File: config.mk
export PLATFORM = sky130hd
export DESIGN_NAME = preg_reclaim_unit_flat
export DESIGN_NICKNAME = d
export VERILOG_FILES = /design/src/rtl/preg_reclaim_if.sv /design/src/rtl/preg_reclaim_unit.sv /design/src/flat_wrapper.sv
export SDC_FILE = /design/constraint.sdc
export NUM_CORES = 1
export LEC_CHECK = 0
export ABC_AREA = 0
export CAP_MARGIN = 20
export CELL_PAD_IN_SITES_DETAIL_PLACEMENT = 1
export CELL_PAD_IN_SITES_GLOBAL_PLACEMENT = 2
export CORE_AREA = 3 3 208 210
export CTS_CLUSTER_SIZE = 16
export DETAILED_ROUTE_END_ITERATION = 12
export DIE_AREA = 0 0 211 213
export PLACE_DENSITY_LB_ADDON = 0.3
export SETUP_SLACK_MARGIN = 0.3
export SYNTH_ARGS = -nofsm -noshare
export SYNTH_HDL_FRONTEND = slang
export SYNTH_SLANG_ARGS = --single-unit
File: constraint.sdc
create_clock -name clk -period 2.93 [get_ports clk]
set_input_delay 0.586 -clock clk [delete_from_list [all_inputs] [get_ports clk]]
set_output_delay 0.586 -clock clk [all_outputs]
set_load 0.05 [all_outputs]
File: src/rtl/preg_reclaim_if.sv
// preg_reclaim_if: ROB commit, free-list return and RRAT walk bundle.
// master = ROB/rename side, slave = preg_reclaim_unit.
interface preg_reclaim_if #(
  parameter int ARN_W = 5,
  parameter int PRN_W = 6
);
  logic             commit_valid;
  logic             commit_ready;
  logic             commit_has_dest;
  logic [ARN_W-1:0] commit_areg;
  logic [PRN_W-1:0] commit_preg;

  logic             free_valid;
  logic             free_ready;
  logic [PRN_W-1:0] free_preg;

  logic             recover_req;
  logic             recover_busy;
  logic             rec_valid;
  logic [ARN_W-1:0] rec_areg;
  logic [PRN_W-1:0] rec_preg;
  logic             recover_done;

  modport master (
    output commit_valid,
    output commit_has_dest,
    output commit_areg,
    output commit_preg,
    input  commit_ready,
    input  free_valid,
    input  free_preg,
    output free_ready,
    output recover_req,
    input  recover_busy,
    input  rec_valid,
    input  rec_areg,
    input  rec_preg,
    input  recover_done
  );

  modport slave (
    input  commit_valid,
    input  commit_has_dest,
    input  commit_areg,
    input  commit_preg,
    output commit_ready,
    output free_valid,
    output free_preg,
    input  free_ready,
    input  recover_req,
    output recover_busy,
    output rec_valid,
    output rec_areg,
    output rec_preg,
    output recover_done
  );
endinterface

File: src/rtl/preg_reclaim_unit.sv
// preg_reclaim_unit: retirement RAT, superseded-preg return queue and
// flush-time RRAT walk. Optional macro: RECLAIM_BYPASS_EN.
//
// Ports:
//   clk    clock
//   rst_n  asynchronous active-low reset
//   bus    preg_reclaim_if.slave
//          commit_*  in-order retire handshake from the ROB
//          free_*    freed preg push towards the rename free list
//          recover_req / recover_busy / rec_* / recover_done
//                    RRAT walk, one entry per cycle after a flush
module preg_reclaim_unit #(
  parameter int NUM_A_REGS = 32,
  parameter int NUM_P_REGS = 64,
  parameter int ARN_W      = $clog2(NUM_A_REGS),
  parameter int PRN_W      = $clog2(NUM_P_REGS),
  parameter int FQ_DEPTH   = 4
) (
  input  logic         clk,
  input  logic         rst_n,
  preg_reclaim_if.slave bus
);

  localparam int PTR_W = $clog2(FQ_DEPTH);
  localparam int CNT_W = PTR_W + 1;

  localparam logic [ARN_W-1:0] LAST =
    ARN_W'(NUM_A_REGS - 1);
  localparam logic [CNT_W-1:0] FULL =
    CNT_W'(FQ_DEPTH);

  typedef enum logic {
    IDLE = 1'b0,
    WALK = 1'b1
  } state_e;

  state_e           state_q;
  state_e           state_d;
  logic [ARN_W-1:0] widx_q;
  logic [ARN_W-1:0] widx_d;

  logic [PRN_W-1:0] rrat_q [NUM_A_REGS];
  logic [PRN_W-1:0] fq_q   [FQ_DEPTH];

  logic [PTR_W-1:0] head_q;
  logic [PTR_W-1:0] head_d;
  logic [PTR_W-1:0] tail_q;
  logic [PTR_W-1:0] tail_d;
  logic [CNT_W-1:0] cnt_q;
  logic [CNT_W-1:0] cnt_d;

  logic             rdy;
  logic             walk_v;
  logic             walk_done;
  logic             acc;
  logic             upd;
  logic             push;
  logic             pop;
  logic             byp;
  logic             q_empty;
  logic [PRN_W-1:0] old_preg;

  // ---------------- FSM ----------------
  always_ff @(posedge clk or negedge rst_n) begin
    if (!rst_n) begin
      state_q <= IDLE;
      widx_q  <= '0;
    end else begin
      state_q <= state_d;
      widx_q  <= widx_d;
    end
  end

  always_comb begin
    state_d   = state_q;
    widx_d    = widx_q;
    rdy       = 1'b0;
    walk_v    = 1'b0;
    walk_done = 1'b0;
    unique case (state_q)
      IDLE: begin
        // rst_n term keeps ready low while reset is held
        rdy = rst_n && (cnt_q < FULL);
        if (bus.recover_req) begin
          state_d = WALK;
          widx_d  = '0;
        end
      end
      WALK: begin
        walk_v = 1'b1;
        if (widx_q == LAST) begin
          walk_done = 1'b1;
          state_d   = IDLE;
          widx_d    = '0;
        end else begin
          widx_d = widx_q + 1'b1;
        end
      end
    endcase
  end

  assign bus.commit_ready = rdy;
  assign bus.recover_busy = walk_v;
  assign bus.rec_valid    = walk_v;
  assign bus.recover_done = walk_done;
  assign bus.rec_areg     = walk_v ? widx_q : '0;
  assign bus.rec_preg     = walk_v ? rrat_q[widx_q] : '0;

  // ---------------- commit / RRAT ----------------
  assign acc      = bus.commit_valid && rdy;
  assign upd      = acc && bus.commit_has_dest;
  assign old_preg = rrat_q[bus.commit_areg];
  assign q_empty  = (cnt_q == '0);

  always_ff @(posedge clk or negedge rst_n) begin
    if (!rst_n) begin
      for (int i = 0; i < NUM_A_REGS; i++) begin
        rrat_q[i] <= PRN_W'(i);
      end
    end else if (upd) begin
      rrat_q[bus.commit_areg] <= bus.commit_preg;
    end
  end

  // ---------------- free-return queue ----------------
`ifdef RECLAIM_BYPASS_EN
  // Empty queue and a willing consumer: hand the old preg
  // straight through instead of spending a cycle in the queue.
  assign byp = upd && q_empty && bus.free_ready;
  assign bus.free_valid = !q_empty || byp;
  assign bus.free_preg  = byp ? old_preg : fq_q[head_q];
`else
  assign byp = 1'b0;
  assign bus.free_valid = !q_empty;
  assign bus.free_preg  = fq_q[head_q];
`endif

  assign push = upd && !byp;
  assign pop  = !q_empty && bus.free_ready;

  always_comb begin
    head_d = head_q;
    tail_d = tail_q;
    cnt_d  = cnt_q;
    if (push) begin
      tail_d = tail_q + 1'b1;
    end
    if (pop) begin
      head_d = head_q + 1'b1;
    end
    unique case ({push, pop})
      2'b10:   cnt_d = cnt_q + 1'b1;
      2'b01:   cnt_d = cnt_q - 1'b1;
      default: cnt_d = cnt_q;
    endcase
  end

  always_ff @(posedge clk or negedge rst_n) begin
    if (!rst_n) begin
      head_q <= '0;
      tail_q <= '0;
      cnt_q  <= '0;
    end else begin
      head_q <= head_d;
      tail_q <= tail_d;
      cnt_q  <= cnt_d;
    end
  end

  always_ff @(posedge clk or negedge rst_n) begin
    if (!rst_n) begin
      for (int i = 0; i < FQ_DEPTH; i++) begin
        fq_q[i] <= '0;
      end
    end else if (push) begin
      fq_q[tail_q] <= old_preg;
    end
  end

endmodule
File: src/flat_wrapper.sv
// flat-port wrapper written by rule: the top's interface ports become plain ports
module preg_reclaim_unit_flat 
#(
  parameter int NUM_A_REGS = 32,
  parameter int NUM_P_REGS = 64,
  parameter int ARN_W      = $clog2(NUM_A_REGS),
  parameter int PRN_W      = $clog2(NUM_P_REGS),
  parameter int FQ_DEPTH   = 4
)
  (clk, rst_n, bus_commit_valid, bus_commit_has_dest, bus_commit_areg, bus_commit_preg, bus_commit_ready, bus_free_valid, bus_free_preg, bus_free_ready, bus_recover_req, bus_recover_busy, bus_rec_valid, bus_rec_areg, bus_rec_preg, bus_recover_done);
  preg_reclaim_if #(.ARN_W(ARN_W), .PRN_W(PRN_W)) bus_i ();
  input  logic clk;
  input  logic rst_n;
  input wire logic [$bits(bus_i.commit_valid)-1:0] bus_commit_valid;
  input wire logic [$bits(bus_i.commit_has_dest)-1:0] bus_commit_has_dest;
  input wire logic [$bits(bus_i.commit_areg)-1:0] bus_commit_areg;
  input wire logic [$bits(bus_i.commit_preg)-1:0] bus_commit_preg;
  output wire logic [$bits(bus_i.commit_ready)-1:0] bus_commit_ready;
  output wire logic [$bits(bus_i.free_valid)-1:0] bus_free_valid;
  output wire logic [$bits(bus_i.free_preg)-1:0] bus_free_preg;
  input wire logic [$bits(bus_i.free_ready)-1:0] bus_free_ready;
  input wire logic [$bits(bus_i.recover_req)-1:0] bus_recover_req;
  output wire logic [$bits(bus_i.recover_busy)-1:0] bus_recover_busy;
  output wire logic [$bits(bus_i.rec_valid)-1:0] bus_rec_valid;
  output wire logic [$bits(bus_i.rec_areg)-1:0] bus_rec_areg;
  output wire logic [$bits(bus_i.rec_preg)-1:0] bus_rec_preg;
  output wire logic [$bits(bus_i.recover_done)-1:0] bus_recover_done;
  assign bus_i.commit_valid = bus_commit_valid;
  assign bus_i.commit_has_dest = bus_commit_has_dest;
  assign bus_i.commit_areg = bus_commit_areg;
  assign bus_i.commit_preg = bus_commit_preg;
  assign bus_commit_ready = bus_i.commit_ready;
  assign bus_free_valid = bus_i.free_valid;
  assign bus_free_preg = bus_i.free_preg;
  assign bus_i.free_ready = bus_free_ready;
  assign bus_i.recover_req = bus_recover_req;
  assign bus_recover_busy = bus_i.recover_busy;
  assign bus_rec_valid = bus_i.rec_valid;
  assign bus_rec_areg = bus_i.rec_areg;
  assign bus_rec_preg = bus_i.rec_preg;
  assign bus_recover_done = bus_i.recover_done;
  preg_reclaim_unit #(.NUM_A_REGS(NUM_A_REGS), .NUM_P_REGS(NUM_P_REGS), .ARN_W(ARN_W), .PRN_W(PRN_W), .FQ_DEPTH(FQ_DEPTH)) u_core (.clk(clk), .rst_n(rst_n), .bus(bus_i));
endmodule
# After elaboration in Yosys (flattened, before gate mapping)

Index checks and enable logic that the tools add are counted.

Bits in read-only memories: 0
Memories: 0
Output and inout bits: 22
Input bits: 17
Bits in latches: 0
Memory bits (writable): 0
Register bits after elaboration: 229
Word-level logic and storage cells: 99

Reductions and logical operators: 9
Equality and inequality tests: 4
Muxes and demuxes: 28
$mul: 0
$add $sub $neg: 5
Divide/modulo/power cells: 0
$lt $le $gt $ge: 7
Shift-type cells: 0
Bitwise operators: 5

Operators by type and width:

| kind                  | number |
|---|---|
| $bwmux W192           | 1 |
| $bmux W6 S5           | 2 |
| $mux W6               | 9 |
| $demux W6 S5          | 1 |
| $bwmux W24            | 1 |
| $mux W5               | 3 |
| $bmux W6 S2           | 1 |
| $demux W6 S2          | 1 |
| $ge A6 B6 Y1 const B  | 2 |
| $not A5 Y6            | 2 |
| $pmux W5 S2           | 1 |
| $ge A3 B3 Y1 const B  | 2 |
| $logic_and A1 B1 Y1   | 6 |
| $lt A6 B1 Y1 const B  | 1 |
| $mux W1               | 6 |
| $not A2 Y3            | 2 |
| $pmux W3 S2           | 1 |
| $add A5 B1 Y5 const B | 1 |
| $eq A5 B5 Y1 const B  | 1 |
| $add A2 B1 Y2 const B | 2 |
| $add A3 B1 Y3 const B | 1 |
| $logic_not A3 Y1      | 1 |
| $lt A3 B1 Y1 const B  | 1 |
| $lt A3 B3 Y1 const B  | 1 |
| 8 further kinds       | 8 |

# Logic depth before layout (Yosys ltp)

Gate-level depths: netlist (run 1).

Depth in word-level cells: 7
Depth in mapped cells: 11
Gate-level depth less buffers: 9

# Worst setup path before layout (run 1)

Ideal clock, no wire load.

Path type: reg2out
Start point: register u_core.state_q
End point: output bus_rec_preg[1]
Setup slack: -0.578 ns
Stages on the path, launching flop included: 6
Required time: 2.344 ns
Arrival time: 2.922 ns
Cell sequence: dfrtp_1 > clkbuf_1 > and2_1 > clkbuf_1 > o31ai_1 > o21ai_0

Word-level cells in the longest chain between the ends: 2

RTL lines:

| item                   | RTL line                 | text |
|---|---|---|
| from (decl)            | preg_reclaim_unit.sv:37  | `state_e state_q;` |
| from (signal assigned) | preg_reclaim_unit.sv:69  | `state_q <= state_d;` |
| $mux W1                | preg_reclaim_unit.sv:80  | `unique case (state_q)` |
| $mux W6                | preg_reclaim_unit.sv:107 | `assign bus.rec_preg = walk_v ? rrat_q[widx_q] : '0;` |
| to (decl)              | flat_wrapper.sv:26       | `output wire logic [$bits(bus_i.rec_preg)-1:0] bus_rec_preg;` |

No other way between the ends.

# Worst setup path after layout (run 1)

Start point: register u_core.widx_q[0]
End point: output bus_rec_preg[3]

Word-level cells in the longest chain between the ends: 5

RTL lines:

| item                                       | RTL line                 | text |
|---|---|---|
| from (decl)                                | preg_reclaim_unit.sv:39  | `logic [ARN_W-1:0] widx_q;` |
| from (signal assigned)                     | preg_reclaim_unit.sv:70  | `widx_q <= widx_d;` |
| $not A5 Y6 (not written as such)           | preg_reclaim_unit.sv:107 |  |
| $bmux W6 S5                                | preg_reclaim_unit.sv:107 |  |
| $mux W6 (not written as such) (2 in a row) | preg_reclaim_unit.sv:107 |  |
| $mux W6                                    | preg_reclaim_unit.sv:107 |  |

No other way between the ends. The select of a mux whose other input is x is not followed.

==> metrics, run 1 <==
outcome finished, violations left; failing checks setup timing; Int Power 6.98 mW; Num CTS Buffers 27; Buf/Inv on CP 5; Slowest cell on crit path dfrtp_4; initial antenna violation count 1; Max Cap Violations 0; Max Slew Vio Count 0; drt wl/cell 27.4 um; Worst-path clk slew 60 ps; Synth area leader dfrtp_1; xor/xnor share of the synthesized area 0.565%; largest net degree at the start of global routing 160; Crit Path Class reg -> out; Tot GR Track Use 19.6%; core area 0.0418 sq mm; Crit Path Max Fanout 7; synth top area cells dfrtp_1, mux2_2, dfstp_2, mux2i_1, mux4_2; Initial Util between 20% and 30%; switching pwr 3.79 mW; H-Tree Depth 1; clk buf depth 3; Post-Synthesis Cells roughly 940; Port-buffer cells 38; die area 0.0449 sq mm; Data arrival, critical path 2770 ps; Logic pwr share 36.1%; global route overflow 0; top cells by count, synth mux2_2, dfrtp_1, mux2i_1; Synth top area share 30.1%; worst hold path type in -> async; Largest delay share family, worst path buffers and inverters; number of global-route vias before repair 9,182; dpl cells 1,556; synthesized net count between 900 and 1,000; Data required, critical path 2340 ps; fin util between 30% and 40%; area share of and/or/nand/nor cells after synthesis 6.06%; CTS tree done; Clk pwr share between 30% and 40%; Reg-to-Reg Start u_core.cnt_q[2]; Final Hold Fails 0; final setup TNS -2450 ps; P&R area growth vs syn 24.0%; clock skew slightly below 20 ps; PwrDens approximately 700 mW/mm^2; Ports 39; top-count cell post-synth mux2_2; P_leak a little under 7 nW; setup ws final -427 ps; Flop pwr share 33.2%; library cells used by synthesis 44; ys flop type dfrtp_1; maximum VDD drop 0.870 mV; hold_buf cts 0; proportion of layout cells with a drive suffix above 1 51.5%; Critical Path Sink Type output port; final worst path period share 115%; Worst R2R End u_core.rrat_q[139]; CP startpoint u_core.widx_q[0]; Synth Area in Compound Gates roughly 5.4%; r2r setup slk 520 ps; Final setup viols 7; Max Clk Rate 298 MHz; Final min period approximately 3400 ps; final wirelength 44,300 um; post-DR vias/cell 5.40; std cell rows 75; post-synthesis instance area between 0.01 and 0.015 sq mm; Sw Ratio 35.2%; crit-path max cell delay approximately 580 ps; first-pass GRT wire length between 60,000 and 70,000 um; nets@finish 1,082; critical path, cell by cell buf_12 > buf_16 > buf_6 > mux2i_1 > a221oi_2 > buf_4 > a22oi_2 > nand2_1 > a22o_1 > buf_6; ys async rst share 100%; final weighted congestion in routability-driven placement 0.876; initial DRC count 556; Yosys reg bits between 200 and 250; Die Width 211 um; Least-Margin Pin Slew 1040 ps; HPWL after detailed placement 31,200 um; Mean Syn Cell Area 13.2 sq um; fraction of synthesized area in multiplexers 37.4%; YS warnings 0; Pre-antenna DRT Iters 4; Antenna Nets Post-Route 0; unrepaired setup endpoints after global routing yes; crit start category flop; Post-synth EDFFs 0; Adder-Cell Fraction of Synth Area 0.867%; cell mode on critical path buf_6; Remaining DRCs 0; clock sink count 229; via count 8,737; die height approximately 210 um; Filler cells 4,337; Rel. slew slack 30.8%; fin cells approximately 1,600; sequential-to-total area share from yosys stat 47.0%; largest family of logic cells by synthesized area multiplexers; worst reg2reg path depth 7; worst skew pair latency approximately 560 ps; CTS Root Buffer Type clkbuf_16
[repair_timing]
action / CTS / global route
pin swaps: 9 / 5
endpoints found under the setup margin: 21 / 11
resized for setup: 48 / 15
cloned: 3 / 1
buffers inserted: 7 / 0
[worst max path at each step]
stage / end / slack, ps / cells past startpoint
after floorplan: u_core.rrat_q[37] / 280 / 7
after global placement: u_core.fq_q[15] / -170 / 7
after detailed placement: u_core.fq_q[21] / -230 / 7
after CTS: bus_rec_preg[3] / -430 / 10
after global routing: bus_rec_preg[2] / -480 / 10
final: bus_rec_preg[3] / -430 / 10
[routing by layer]
layer	track usage, %	wire length (um)	vias to the layer above
met5	0	0	-
met4	3.83	799	0
met3	2.45	2060	49
met2	32.1	20500	186
met1	28.3	20900	4704
li1	-	-	3798
[placed cells by master, fill, tap and decap left out, types with 8 or more instances in the layout]
master,Yosys,routed
inv_1,9,9
a221oi_2,0,8
dfstp_2,80,80
nor4_1,12,11
nor2_1,18,14
clkbuf_8,0,10
clkdlybuf4s50_1,0,14
mux4_2,39,39
mux2i_1,133,133
buf_4,6,97
mux2_2,216,216
o22ai_1,48,48
clkbuf_1,44,9
buf_6,0,10
o21ai_0,16,10
dfrtp_1,149,145
buf_12,0,17
clkbuf_16,0,28
nand2_1,42,40
[cells by family after synthesis]
kind of cell	after synthesis
fa+ha+maj	8
compound gates	100
flops	229
mux	388
xor+xnor	8
simple gates	128
buf+inv	80
[layout make-up]
| class | count | area (sq um) | share of cell area (%) |
|---|---|---|---|
| inverter | 10 | 37.5 | 0.244 |
| multi-input combinational | 632 | 6370 | 41.4 |
| timing repair buffer | 157 | 1610 | 10.4 |
| tap | 539 | 674 | 4.38 |
| antenna | 1 | 2.50 | 0.0163 |
| clock inverter | 3 | 15.0 | 0.0976 |
| clock buffer | 46 | 847 | 5.50 |
| sequential | 229 | 5840 | 37.9 |
[state kept, by name, summed over array words and instances (netlist names)]
name	cells
u_core.cnt_q	3
u_core.fq_q	24
u_core.head_q	2
u_core.rrat_q	192
u_core.state_q	1
u_core.tail_q	2
u_core.widx_q	5
[stage by stage]
| step | instance area (sq um) | setup slack (ps) | hold slack, ps | total power [mW] |
|---|---|---|---|---|
| finish | 15400 | -427 | 89.2 | 10.8 |
| global route | 15400 | -476 | 217 | 11.3 |
| CTS | 15300 | -430 | 213 | 10.8 |
| detailed placement | 14200 | -227 | 491 | 7.03 |
| global placement | 14200 | -168 | 483 | 7.01 |
| floorplan | 12500 | 284 | 290 | 5.65 |
[power by group through the flow]
stage | registers (mW) | logic (mW) | clock network [mW]
after floorplan | 3.52 | 2.13 | 0
after global placement | 3.62 | 3.39 | 0
after detailed placement | 3.62 | 3.41 | 0
after CTS | 3.57 | 3.80 | 3.41
after global routing | 3.60 | 4.11 | 3.55
final | 3.58 | 3.89 | 3.30
No activity file was read; power rests on OpenSTA's default activity.
==> run 2: changes to the inputs <==
Settings changed: SLEW_MARGIN set to 20.
==> results of run 2 <==
Final layout, timing and power as in run 1 (identical DEF).
==> run 3: changes to the inputs <==
Settings changed: CTS_BUF_LIST set to sky130_fd_sc_hd__clkbuf_8 sky130_fd_sc_hd__clkbuf_16.
==> run 3 against run 2 <==
The run still ends with setup timing left; worst setup slack better by 4.8 ps; sequential power about the same; final area about the same; sequential cell count unchanged; first-iteration DRC count down 7.7%; clock-buffer cell count down 9; largest cell class unchanged; critical path depth unchanged; power down 0.22%; die area unchanged; highest routed layer unchanged; register-to-register slack about the same; critical endpoint unchanged; sequential share of layout area about the same; hold slack better by 22 ps.
==> metrics, run 3 (same netlist as run 1, synthesis figures left out) <==
outcome finished, violations left (unchanged); failing checks setup timing (unchanged); worst reg2reg path depth 7 (unchanged); CP Capture Point bus_rec_preg[3] (unchanged); largest reg by FF count u_core.rrat_q (unchanged); Worst-path clk slew 60 ps (about the same); worst hold path type in -> async (unchanged); final setup TNS -2470 ps (was -2450 ps); CP startpoint u_core.widx_q[0] (unchanged); CTS tree done (unchanged); Critical Path Sink Type output port (unchanged); P_leak 6.87 nW (was 6.84 nW); setup ws final -422 ps (was -427 ps); max reg flops 192 (unchanged); final worst path period share 114% (was 115%); maximum VDD drop 0.870 mV (about the same); worst skew pair latency 550 ps (was 560 ps); Port-buffer cells 38 (unchanged); Max Cap Violations 0 (unchanged); switching pwr 3.79 mW (about the same); Die Width 211 um (unchanged); critical path, cell by cell buf_12 > buf_16 > buf_6 > mux2i_1 > a221oi_2 > buf_4 > a22oi_2 > nand2_1 > a22o_1 > buf_6 (unchanged); Pre-antenna DRT Iters 5 (was 4); post-DR vias/cell 5.39 (was 5.40); Max Slew Vio Count 0 (unchanged); Final setup viols 7 (unchanged); Largest regs u_core.rrat_q (192), u_core.fq_q (24), u_core.widx_q (5) (unchanged); final weighted congestion in routability-driven placement 0.876 (unchanged); Remaining DRCs 0 (unchanged); Reg-to-Reg Start u_core.cnt_q[2] (unchanged); Final Hold Fails 0 (unchanged); Worst R2R End u_core.rrat_q[139] (unchanged); proportion of layout cells with a drive suffix above 1 51.5% (unchanged); Num CTS Buffers 27 (unchanged); nets@finish 1,082 (unchanged); Final min period 3350 ps (was 3360 ps); core area 0.0418 sq mm (unchanged); Data required, critical path 2340 ps (about the same); Crit Path Class reg -> out (unchanged); Flop pwr share 33.3% (was 33.2%); H-Tree Depth 1 (unchanged); final wirelength 44,300 um (about the same); most frequent cells in the layout mux2_2, dfrtp_1, mux2i_1 (unchanged); Crit Path Max Fanout 7 (unchanged); Logic pwr share 36.3% (was 36.1%); number of global-route vias before repair 9,184 (was 9,182); std cell rows 75 (unchanged); Data arrival, critical path 2770 ps (about the same); via count 8,715 (was 8,737); Sw Ratio 35.3% (was 35.2%); P&R area growth vs syn 24.0% (about the same); first-pass GRT wire length 64,800 um (unchanged); unrepaired setup endpoints after global routing yes (unchanged); global route overflow 0 (unchanged); HPWL after detailed placement 31,200 um (unchanged); Antenna Nets Post-Route 0 (unchanged); Final Power 10.7 mW (was 10.8 mW); fin cells 1,616 (was 1,617); Least-Margin Pin Slew 978 ps (was 1040 ps); Max Clk Rate 298 MHz (about the same); n_diodes 0 (was 1); die area 0.0449 sq mm (unchanged); drt wl/cell 27.4 um (about the same); cell mode on critical path buf_6 (unchanged); PwrDens 698 mW/mm^2 (was 700 mW/mm^2); Buf/Inv on CP 5 (unchanged); Largest delay share family, worst path buffers and inverters (unchanged); dpl cells 1,556 (unchanged); Clk pwr share 30.4% (was 30.6%); Ports 39 (unchanged); die height 213 um (unchanged); Int Power 6.95 mW (was 6.98 mW); Initial Util 29.7% (unchanged); clock skew 14.6 ps (was 19.4 ps); Rel. slew slack 34.8% (was 30.8%); clk buf depth 3 (unchanged); r2r setup slk 510 ps (was 520 ps); most common cell after layout, fill and taps aside mux2_2 (unchanged); initial DRC count 513 (was 556); largest net degree at the start of global routing 160 (unchanged); CTS Root Buffer Type clkbuf_16 (unchanged); initial antenna violation count 1 (unchanged); path length in cells of the critical path 10 (unchanged); Slowest cell on crit path dfrtp_4 (unchanged); clock sink count 229 (unchanged); Tot GR Track Use 19.6% (unchanged); crit start category flop (unchanged); crit-path max cell delay 590 ps (was 580 ps)
-- run 3: changes by cell type in the layout (fill, tap and decap cells not counted), sizes merged --
cell,before,now
diode,1,0
clkbuf,47,38
inv,10,19
-- run 3: per-layer routing --
metal	wire (um)	track usage, %	vias to the layer above
met2	20500	32.1	203
met3	2330	2.45	50
met4	773	3.83	0
met1	20600	28.3	4666
li1	-	-	3796
met5	0	0	-
-- run 3: power groups by stage --
stage,registers [mW],clock network [mW],logic [mW]
2_1_floorplan,3.52,0,2.13
3_3_place_gp,3.62,0,3.39
3_5_place_dp,3.62,0,3.41
4_1_cts,3.57,3.38,3.80
5_1_grt,3.60,3.52,4.11
6_report,3.58,3.27,3.90
-- run 3: through the flow --
step	util, %	setup WS (ps)	hold WS (ps)	cell area, sq um
finish	36.8	-422	111	15400
global route	36.8	-476	217	15400
global placement	34.0	-168	483	14200
detailed placement	34.0	-227	491	14200
CTS	36.7	-430	213	15300
floorplan	-	284	290	12500
-- run 3: how the worst min path moves through the flow --
stage               startpoint                end  slack (ps)  cells after the start
6_report                 rst_n    u_core.cnt_q[1]         110                      2
5_1_grt                  rst_n   u_core.head_q[1]         220                      2
4_1_cts                  rst_n  u_core.rrat_q[74]         210                      2
3_5_place_dp    u_core.fq_q[6]     u_core.fq_q[6]         490                      1
3_3_place_gp   u_core.cnt_q[0]    u_core.cnt_q[0]         480                      1
2_1_floorplan            rst_n    u_core.cnt_q[0]         290                      0
-- run 3: area by class of cell --
cell class              count  area (sq um)
flip-flops and latches    229          5840
clock buffers              37           813
well taps                 539           674
fillers                  4338         26400
inverters                  10          37.5
multi-input cells         632          6370
repair buffers            157          1610
clock inverters            12          48.8
-- run 3: timing repair --
action,CTS,global route
gates cloned,3,1
gates resized for setup,48,15
hold buffers,0,0
pin swaps,9,5
endpoints found under the setup margin,21,11
buffers inserted,7,0
